==> config.mk <==
export PLATFORM = sky130hd
export DESIGN_NAME = fu_mul_arbiter
export DESIGN_NICKNAME = d
export VERILOG_FILES = /design/src/rtl/fu_mul_arbiter.sv
export SDC_FILE = /design/constraint.sdc
export NUM_CORES = 1
export LEC_CHECK = 0
export BUFFER_PORTS_ARGS = -buffer_cell sky130_fd_sc_hd__buf_2
export CORE_ASPECT_RATIO = 0.75
export CORE_MARGIN = 2
export CORE_UTILIZATION = 50
export DETAILED_ROUTE_END_ITERATION = 8
export PLACE_DENSITY = 0.76
export SETUP_SLACK_MARGIN = 0.3
export SYNTH_ARGS = -nofsm -noshare
export SYNTH_HDL_FRONTEND = slang
export SYNTH_SLANG_ARGS = --single-unit
==> constraint.sdc <==
create_clock -name clk -period 3.7 [get_ports clk]
set_clock_uncertainty 0.2 [all_clocks]
set_input_delay 0.185 -clock clk [delete_from_list [all_inputs] [get_ports clk]]
set_output_delay 0.185 -clock clk [all_outputs]
set_load 0.05 [all_outputs]
==> src/rtl/fu_mul_arbiter.sv <==
`default_nettype none
// ---------------------------------------------------------------------------
// fu_mul_arbiter : round-robin share of one pipelined 32x32 multiplier with
//                  credit-protected in-order result FIFO onto the CDB
// Revision 1.0
// ---------------------------------------------------------------------------
module fu_mul_arbiter #(
  parameter int NREQ  = 2,
  parameter int LAT   = 7,
  parameter int TAGW  = 4,
  parameter int DEPTH = 8,
  localparam int SRCW = (NREQ > 1) ? $clog2(NREQ) : 1
) (
  input  logic                   clk,
  input  logic                   rst,
  input  logic [NREQ-1:0]        req_valid,
  output logic [NREQ-1:0]        req_ready,
  input  logic [32*NREQ-1:0]     req_a,
  input  logic [32*NREQ-1:0]     req_b,
  input  logic [TAGW*NREQ-1:0]   req_tag,
  output logic [31:0]            mul_a,
  output logic [31:0]            mul_b,
  input  logic [63:0]            mul_p,
  output logic                   cdb_valid,
  input  logic                   cdb_ready,
  output logic [31:0]            cdb_res,
  output logic [SRCW-1:0]        cdb_src,
  output logic [TAGW-1:0]        cdb_tag
);

  localparam int AW = (DEPTH > 1) ? $clog2(DEPTH) : 1;
  localparam int CW = $clog2(DEPTH + 1);

  typedef struct packed {
    logic [31:0]     res;
    logic [SRCW-1:0] src;
    logic [TAGW-1:0] tag;
  } entry_t;

  logic [31:0]     w_a_arr   [NREQ];
  logic [31:0]     w_b_arr   [NREQ];
  logic [TAGW-1:0] w_tag_arr [NREQ];

  genvar g;
  generate
    for (g = 0; g < NREQ; g++) begin : g_unpack
      assign w_a_arr[g]   = req_a[32*g +: 32];
      assign w_b_arr[g]   = req_b[32*g +: 32];
      assign w_tag_arr[g] = req_tag[TAGW*g +: TAGW];
    end
  endgenerate

  logic [SRCW-1:0] r_ptr;
  logic [CW-1:0]   r_outstanding;
  logic [SRCW-1:0] w_idx;
  logic [SRCW-1:0] w_sel;
  logic            w_found;
  logic            w_credit;
  logic            w_accept;
  logic            w_push;
  logic            w_pop;

  // Round-robin scan starting at r_ptr; the first valid requester wins.
  always_comb begin
    w_idx   = '0;
    w_sel   = '0;
    w_found = 1'b0;
    for (int k = 0; k < NREQ; k++) begin
      w_idx = SRCW'((int'(r_ptr) + k) % NREQ);
      if (!w_found && req_valid[w_idx]) begin
        w_found = 1'b1;
        w_sel   = w_idx;
      end
    end
  end

  assign w_credit  = !rst && (r_outstanding != CW'(DEPTH));
  assign w_accept  = w_found && w_credit;
  assign req_ready = w_accept ? (NREQ'(1) << w_sel) : '0;

  always_ff @(posedge clk) begin
    if (rst) begin
      r_ptr <= '0;
      mul_a <= '0;
      mul_b <= '0;
    end else if (w_accept) begin
      r_ptr <= (w_sel == SRCW'(NREQ - 1)) ? '0 : w_sel + 1'b1;
      mul_a <= w_a_arr[w_sel];
      mul_b <= w_b_arr[w_sel];
    end
  end

  // Credits cover both in-flight products and buffered results.
  always_ff @(posedge clk) begin
    if (rst) begin
      r_outstanding <= '0;
    end else begin
      case ({w_accept, w_pop})
        2'b10:   r_outstanding <= r_outstanding + 1'b1;
        2'b01:   r_outstanding <= r_outstanding - 1'b1;
        default: r_outstanding <= r_outstanding;
      endcase
    end
  end

  // Stage j holds the op whose operands entered the multiplier j cycles ago;
  // stage LAT lines up with its product on mul_p.
  logic [LAT:0]    r_vld;
  logic [SRCW-1:0] r_src [LAT+1];
  logic [TAGW-1:0] r_tag [LAT+1];

  always_ff @(posedge clk) begin
    if (rst) begin
      r_vld <= '0;
    end else begin
      r_vld <= {r_vld[LAT-1:0], w_accept};
    end
  end

  always_ff @(posedge clk) begin
    r_src[0] <= w_sel;
    r_tag[0] <= w_tag_arr[w_sel];
    for (int j = 1; j <= LAT; j++) begin
      r_src[j] <= r_src[j-1];
      r_tag[j] <= r_tag[j-1];
    end
  end

  assign w_push = r_vld[LAT];

  entry_t        r_mem [DEPTH];
  logic [AW-1:0] r_wptr;
  logic [AW-1:0] r_rptr;
  logic [CW-1:0] r_count;
  entry_t        w_head;

  always_ff @(posedge clk) begin
    if (w_push) begin
      r_mem[r_wptr] <= '{res: mul_p[31:0], src: r_src[LAT], tag: r_tag[LAT]};
    end
  end

  always_ff @(posedge clk) begin
    if (rst) begin
      r_wptr  <= '0;
      r_rptr  <= '0;
      r_count <= '0;
    end else begin
      if (w_push) begin
        r_wptr <= (r_wptr == AW'(DEPTH - 1)) ? '0 : r_wptr + 1'b1;
      end
      if (w_pop) begin
        r_rptr <= (r_rptr == AW'(DEPTH - 1)) ? '0 : r_rptr + 1'b1;
      end
      case ({w_push, w_pop})
        2'b10:   r_count <= r_count + 1'b1;
        2'b01:   r_count <= r_count - 1'b1;
        default: r_count <= r_count;
      endcase
    end
  end

  assign cdb_valid = (r_count != '0);
  assign w_pop     = cdb_valid && cdb_ready;
  assign w_head    = r_mem[r_rptr];
  assign cdb_res   = cdb_valid ? w_head.res : '0;
  assign cdb_src   = cdb_valid ? w_head.src : '0;
  assign cdb_tag   = cdb_valid ? w_head.tag : '0;

  // Only the low half of the product is forwarded.
  logic w_unused_hi;
  assign w_unused_hi = ^mul_p[63:32];

endmodule
`default_nettype wire
[Yosys cells after proc, flatten, opt, wreduce, memory -nomap -nowiden]
Memories as Yosys holds them, arrays and structs flattened. A register that Yosys moved wholly into a read port is not among the register bits.
Cells that the tools add are included.
Storage, ports and cells
  output and inout port bits: 104
  bits of input ports: 205
  memory bits (writable): 336
  logic and storage cells: 70
  memories kept: 3
  flip-flop bits (word level): 87
Memory list
  r_mem: depth 8, bits a word 37, read ports 1, clocked after memory_dff 1, write ports 1, line 131  | entry_t r_mem [DEPTH];
  r_tag: depth 8, bits a word 4, read ports 8, clocked after memory_dff 0, write ports 8, line 110  | logic [TAGW-1:0] r_tag [LAT+1];
  r_src: depth 8, bits a word 1, read ports 8, clocked after memory_dff 0, write ports 8, line 109  | logic [SRCW-1:0] r_src [LAT+1];
Cells by class
  shift-type cells: 1
  add/subtract/negate cells: 8
  bitwise logic cells: 1
  reduce and logical (&&, ||, !) cells: 9
  equal/unequal tests: 7
  multiplexer cells: 30
  order comparisons: 3
Operator list (count)
  two-way mux 32 bit: 7
  two-way mux 4 bit: 4
  case mux 4 bit (2 select lines): 2
  two-way mux 1 bit: 12
  two-way mux 3 bit: 4
  adder 4 x 1 -> 4 bit, second input constant: 2
  subtractor 4 x 1 -> 4 bit, second input constant: 2
  adder 3 x 1 -> 3 bit, second input constant: 2
  equality test 3 bit, second input constant: 2
  equality test 2 x 1 -> 1 bit, second input constant: 2
  equality test 2 bit, second input constant: 2
  logical AND 1 bit: 4
  less-than comparator 1 x 2 -> 1 bit, second input constant: 2
  != test 4 bit, second input constant: 1
  nonzero test 2 bit: 2
  nonzero test 4 bit: 1
  adder 1 bit, second input constant: 2
  >= comparator 2 bit, second input constant: 1
  zero test 1 bit: 2
  two-way mux 2 bit: 1
  inverter 1 -> 2 bit: 1
  left shift 1 x 1 -> 2 bit, first input constant: 1

[Logic depth before layout (Yosys ltp)]
  depth after elaboration: 10
  depth in mapped cells: 11
  gate-level depth less buffers: 11

[Worst setup path after synthesis]
OpenSTA, ideal clock, no wires.
  path type: flip-flop to flip-flop
  from: register r_wptr[2]
  to: memory r_mem[0][0] in the netlist's numbering, enable pin
  arrival: 3042 ps
  library setup time: 477 ps
  data required time: 3023 ps
  stages on the path, launching flop included: 3
  period minus slack after synthesis: 3719 ps
  buffers on the path: 0
  slack: -19 ps
  cell sequence: dfxtp_1 -> nand2b_1 -> nor3_1
RTL lines
  from (decl): line 132  | logic [AW-1:0] r_wptr;
  from (signal assigned): line 150  | r_wptr <= (r_wptr == AW'(DEPTH - 1)) ? '0 : r_wptr + 1'b1;
  to (decl): line 131
Straight into the memory's write port.

[Worst setup path in the final report]
  from: register r_outstanding[0]
  to: output port req_ready[0]
On the way
  cells in the longest elaborated chain, start to end: 4
RTL lines
  from (decl): line 54  | logic [CW-1:0] r_outstanding;
  from (signal assigned): line 99  | 2'b10: r_outstanding <= r_outstanding + 1'b1;
  from (signal assigned): line 100  | 2'b01: r_outstanding <= r_outstanding - 1'b1;
  from (signal assigned): line 101  | default: r_outstanding <= r_outstanding;
  != test 4 bit: line 77  | assign w_credit = !rst && (r_outstanding != CW'(DEPTH));
  logical AND 1 bit: line 77
  logical AND 1 bit: line 78  | assign w_accept = w_found && w_credit;
  two-way mux 2 bit: line 79  | assign req_ready = w_accept ? (NREQ'(1) << w_sel) : '0;
  to (decl): line 17  | output logic [NREQ-1:0] req_ready,
No other way between the ends.

==> impl_metrics.tcl <==
set metrics [dict create \
    status "completed" \
    synth_compound_area_share_pct 9.36 \
    die_x_um 214 \
    relSlewSlack_pct 26.8 \
    setup_tns_ns 0 \
    synth_top_family_by_area "multiplexers" \
    ys_seq_area_share_pct 69.5 \
    internal-power_mw 8.00 \
    path_max_fanout 66 \
    crit_arrival_ns 2.76 \
    max_cap_viol_count 0 \
    avgSynthCellArea_um2 17.5 \
    ctsRootBufferMaster "clkbuf_16" \
    ys_top_cells_by_area "edfxtp_1 (54%), dfxtp_1 (16%), mux4_2 (10%), a2bb2oi_2 (4.4%), a32oi_1 (3.4%)" \
    htreeDepth 2 \
    drive_above_1_share_pct 37.7 \
    p_total_mw 10.3 \
    min_period_ns 3.15 \
    grt_pass1_wl_um 59000 \
    whs_ns 0.124 \
    power_switching_mw 2.26 \
    ant_nets 0 \
    synth_top_area_cell "edfxtp_1" \
    grt_setup_unrepaired "no" \
    min_path_cells 0 \
    dp_slack_ns 1.01 \
    timing.fmax_mhz 318 \
    via_count 10300 \
    synth_edf_count 296 \
    critPathLaunchType "flip-flop" \
    wirelength_um 37400 \
    synth_nets 1159 \
    core_area_um2 32400 \
    clk_latency_ns 0.54 \
    final_area_um2 21500 \
    place.detailed.hpwl_um 20700 \
    yosysUniqueCellTypes 42 \
    clockBufferDepth 3 \
    rows 57 \
    cts_tree "yes" \
    finalSetupViolCount 0 \
    start_util_pct 51.0 \
    netlist_area_um2 16500 \
    p_per_area_nw_per_um2 478 \
    yosysWarnings 0 \
    synth-xor-area-share_pct 0.318 \
    required_ns 3.31 \
    reg2reg_setup_slack_ns 0.74 \
    hp-class "reg -> reg" \
    synth-simple-area-share_pct 4.52 \
    seq_power_share_pct 51.0 \
    grt_pass1_vias 11200 \
    grtUsageTotal_pct 21.7 \
    ir_drop_mv 0.289 \
    die_h_um 162 \
    synth-adder-area-share_pct 0.756 \
    syn_inst 944 \
    p_leak_nw 7.70 \
    post-place-cells 1616 \
    switching_share_pct 22.0 \
    drc 0 \
    antenna_found_initial 1 \
    clock-sinks 426 \
    pwr-share-clk_pct 40.1 \
    syn_to_final_growth_pct 29.8 \
    port_buffers 276 \
    viasPerCell 5.56 \
    place_area_um2 18400 \
    final_core_util_pct 66.2 \
    setup_slack_ns 0.554 \
    critical_path_class "reg -> out" \
    cts_resized 0 \
    nFillCells 2114 \
    dr.pass1.iters 6 \
    worstMarginPinSlew_ns 1.10 \
    synth_mux_area_share_pct 13.0 \
    clk_pin_slew_worst_paths_ns 0.06 \
    grt_max_degree 88 \
    dieArea_um2 34600 \
    crit_path_end_kind "output pin" \
    io_pins 309 \
    stdcell_count 1861 \
    drt_iter0_markers 721 \
    yosysTopAreaCellShare_pct 53.7 \
    gp_congestion 0.848 \
    rr_worst_depth 6 \
    async_reset_ff_share_pct 0 \
    power_frac_comb_pct 8.8 \
    ys.flop_type "edfxtp_1" \
    fin_nets 1603 \
    ys_ff_latch 426 \
    wire_per_inst_um 20.1 \
    cts-buffers-inserted 40 \
    finalCritPeriodShare_pct 85.0 \
    grt-ovfl-total 0 \
    slew_violations 0 \
    hold_viol_final 0 \
]
final timing paths:
path / start / endpoint
setup / recovery: r_outstanding[0] / req_ready[0]
hold / removal: r_tag[1][5] / r_tag[1][9]
setup reg to reg: r_ptr / mul_b[14]
hold reg to reg: r_tag[1][5] / r_tag[1][9]
logic make-up (layout without fill, tap and decap cells):
| family | count (synthesis) | after routing |
|---|---|---|
| AOI/OAI and AO/OA | 147 | 147 |
| xor gates and xnor gates | 6 | 6 |
| adders and majority gates | 10 | 10 |
| buffers and inverters | 76 | 550 |
| DFF | 426 | 426 |
| muxes | 121 | 121 |
| other | 0 | 1 |
| and+or+nand+nor | 158 | 158 |
synth_stat cells, types with 3 or more instances:
cell       number
dfxtp_1       130
nor2_1         92
nor3_1          3
a21oi_1         7
buf_12          3
mux4_2         74
ha_1           10
a2bb2oi_1      15
xor2_1          6
nand2b_1        5
o21ai_0         5
clkbuf_1       40
a2bb2oi_2      49
nor2_2         30
or3_1           3
edfxtp_1      296
mux2i_1        42
mux2_2          5
buf_4           3
inv_1           6
buf_2          12
nor2b_1         9
buf_8           6
buf_1           5
a32oi_1        64
nand2_1         8
state kept, by name, summed over array words and instances, names as in the netlist, named ones only:
name           count
r_mem            296
mul_a             32
mul_b             32
r_tag             32
r_src              8
r_vld              8
r_count            4
r_outstanding      4
r_rptr             3
r_wptr             3
r_ptr              1
critical path, stage by stage, from the launching register on:
cell	delay (ns)
dfxtp_1	0.35
or4b_4	0.60
o211ai_4	0.11
buf_4	0.77
nor2_1	0.08
buf_2	0.26
power groups by stage:
| stage | clock network [mW] | logic, mW | registers, mW |
|---|---|---|---|
| after global routing | 4.38 | 0.957 | 5.24 |
| after global placement | 0 | 0.686 | 5.33 |
| after detailed placement | 0 | 0.702 | 5.33 |
| after floorplan | 0 | 0.331 | 5.49 |
| after CTS | 4.19 | 0.879 | 5.23 |
| final | 4.11 | 0.906 | 5.24 |
layer usage:
layer	part of all wire, %	global-route usage [%]	wire [um]	vias up
li1	-	-	-	4651
met1	41	27.2	15400	5173
met2	49	37.4	18500	423
met3	6.3	4.50	2370	99
met4	3.2	8.65	1200	0
met5	0	0	0	-
layout make-up:
cell class | instances | area (um2) | share of cell area (%)
diodes | 1 | 2.50 | 0.0117
clock buffers | 51 | 1150 | 5.34
clock inverters | 21 | 186 | 0.868
inverters | 6 | 22.5 | 0.105
multi-input cells | 442 | 4720 | 22.0
flip-flops and latches | 426 | 11500 | 53.5
well taps | 442 | 553 | 2.58
repair buffers | 472 | 3350 | 15.6
timing repair:
item,in CTS,in global routing
hold endpoints to repair,332,0
setup buffers,0,0
hold buffers,172,0
layout by cell type (no fill, tap or decap), drive strengths merged, types with 2 or more instances in the layout:
cell type and count:
a21oi 7, edfxtp 296, clkbuf 51, nor3 3, a2bb2oi 64, a32oi 64, nor2 122, xor2 6
inv 6, clkinvlp 2, clkinv 16, mux4 74, mux2 5, mux2i 42, dfxtp 130, nand2 9
or3 3, nand2b 5, ha 10, nor2b 9, o21ai 5, bufinv 3, buf 300, dlygate4sd3 172
Note: power is estimated with default switching activity, not from simulation.
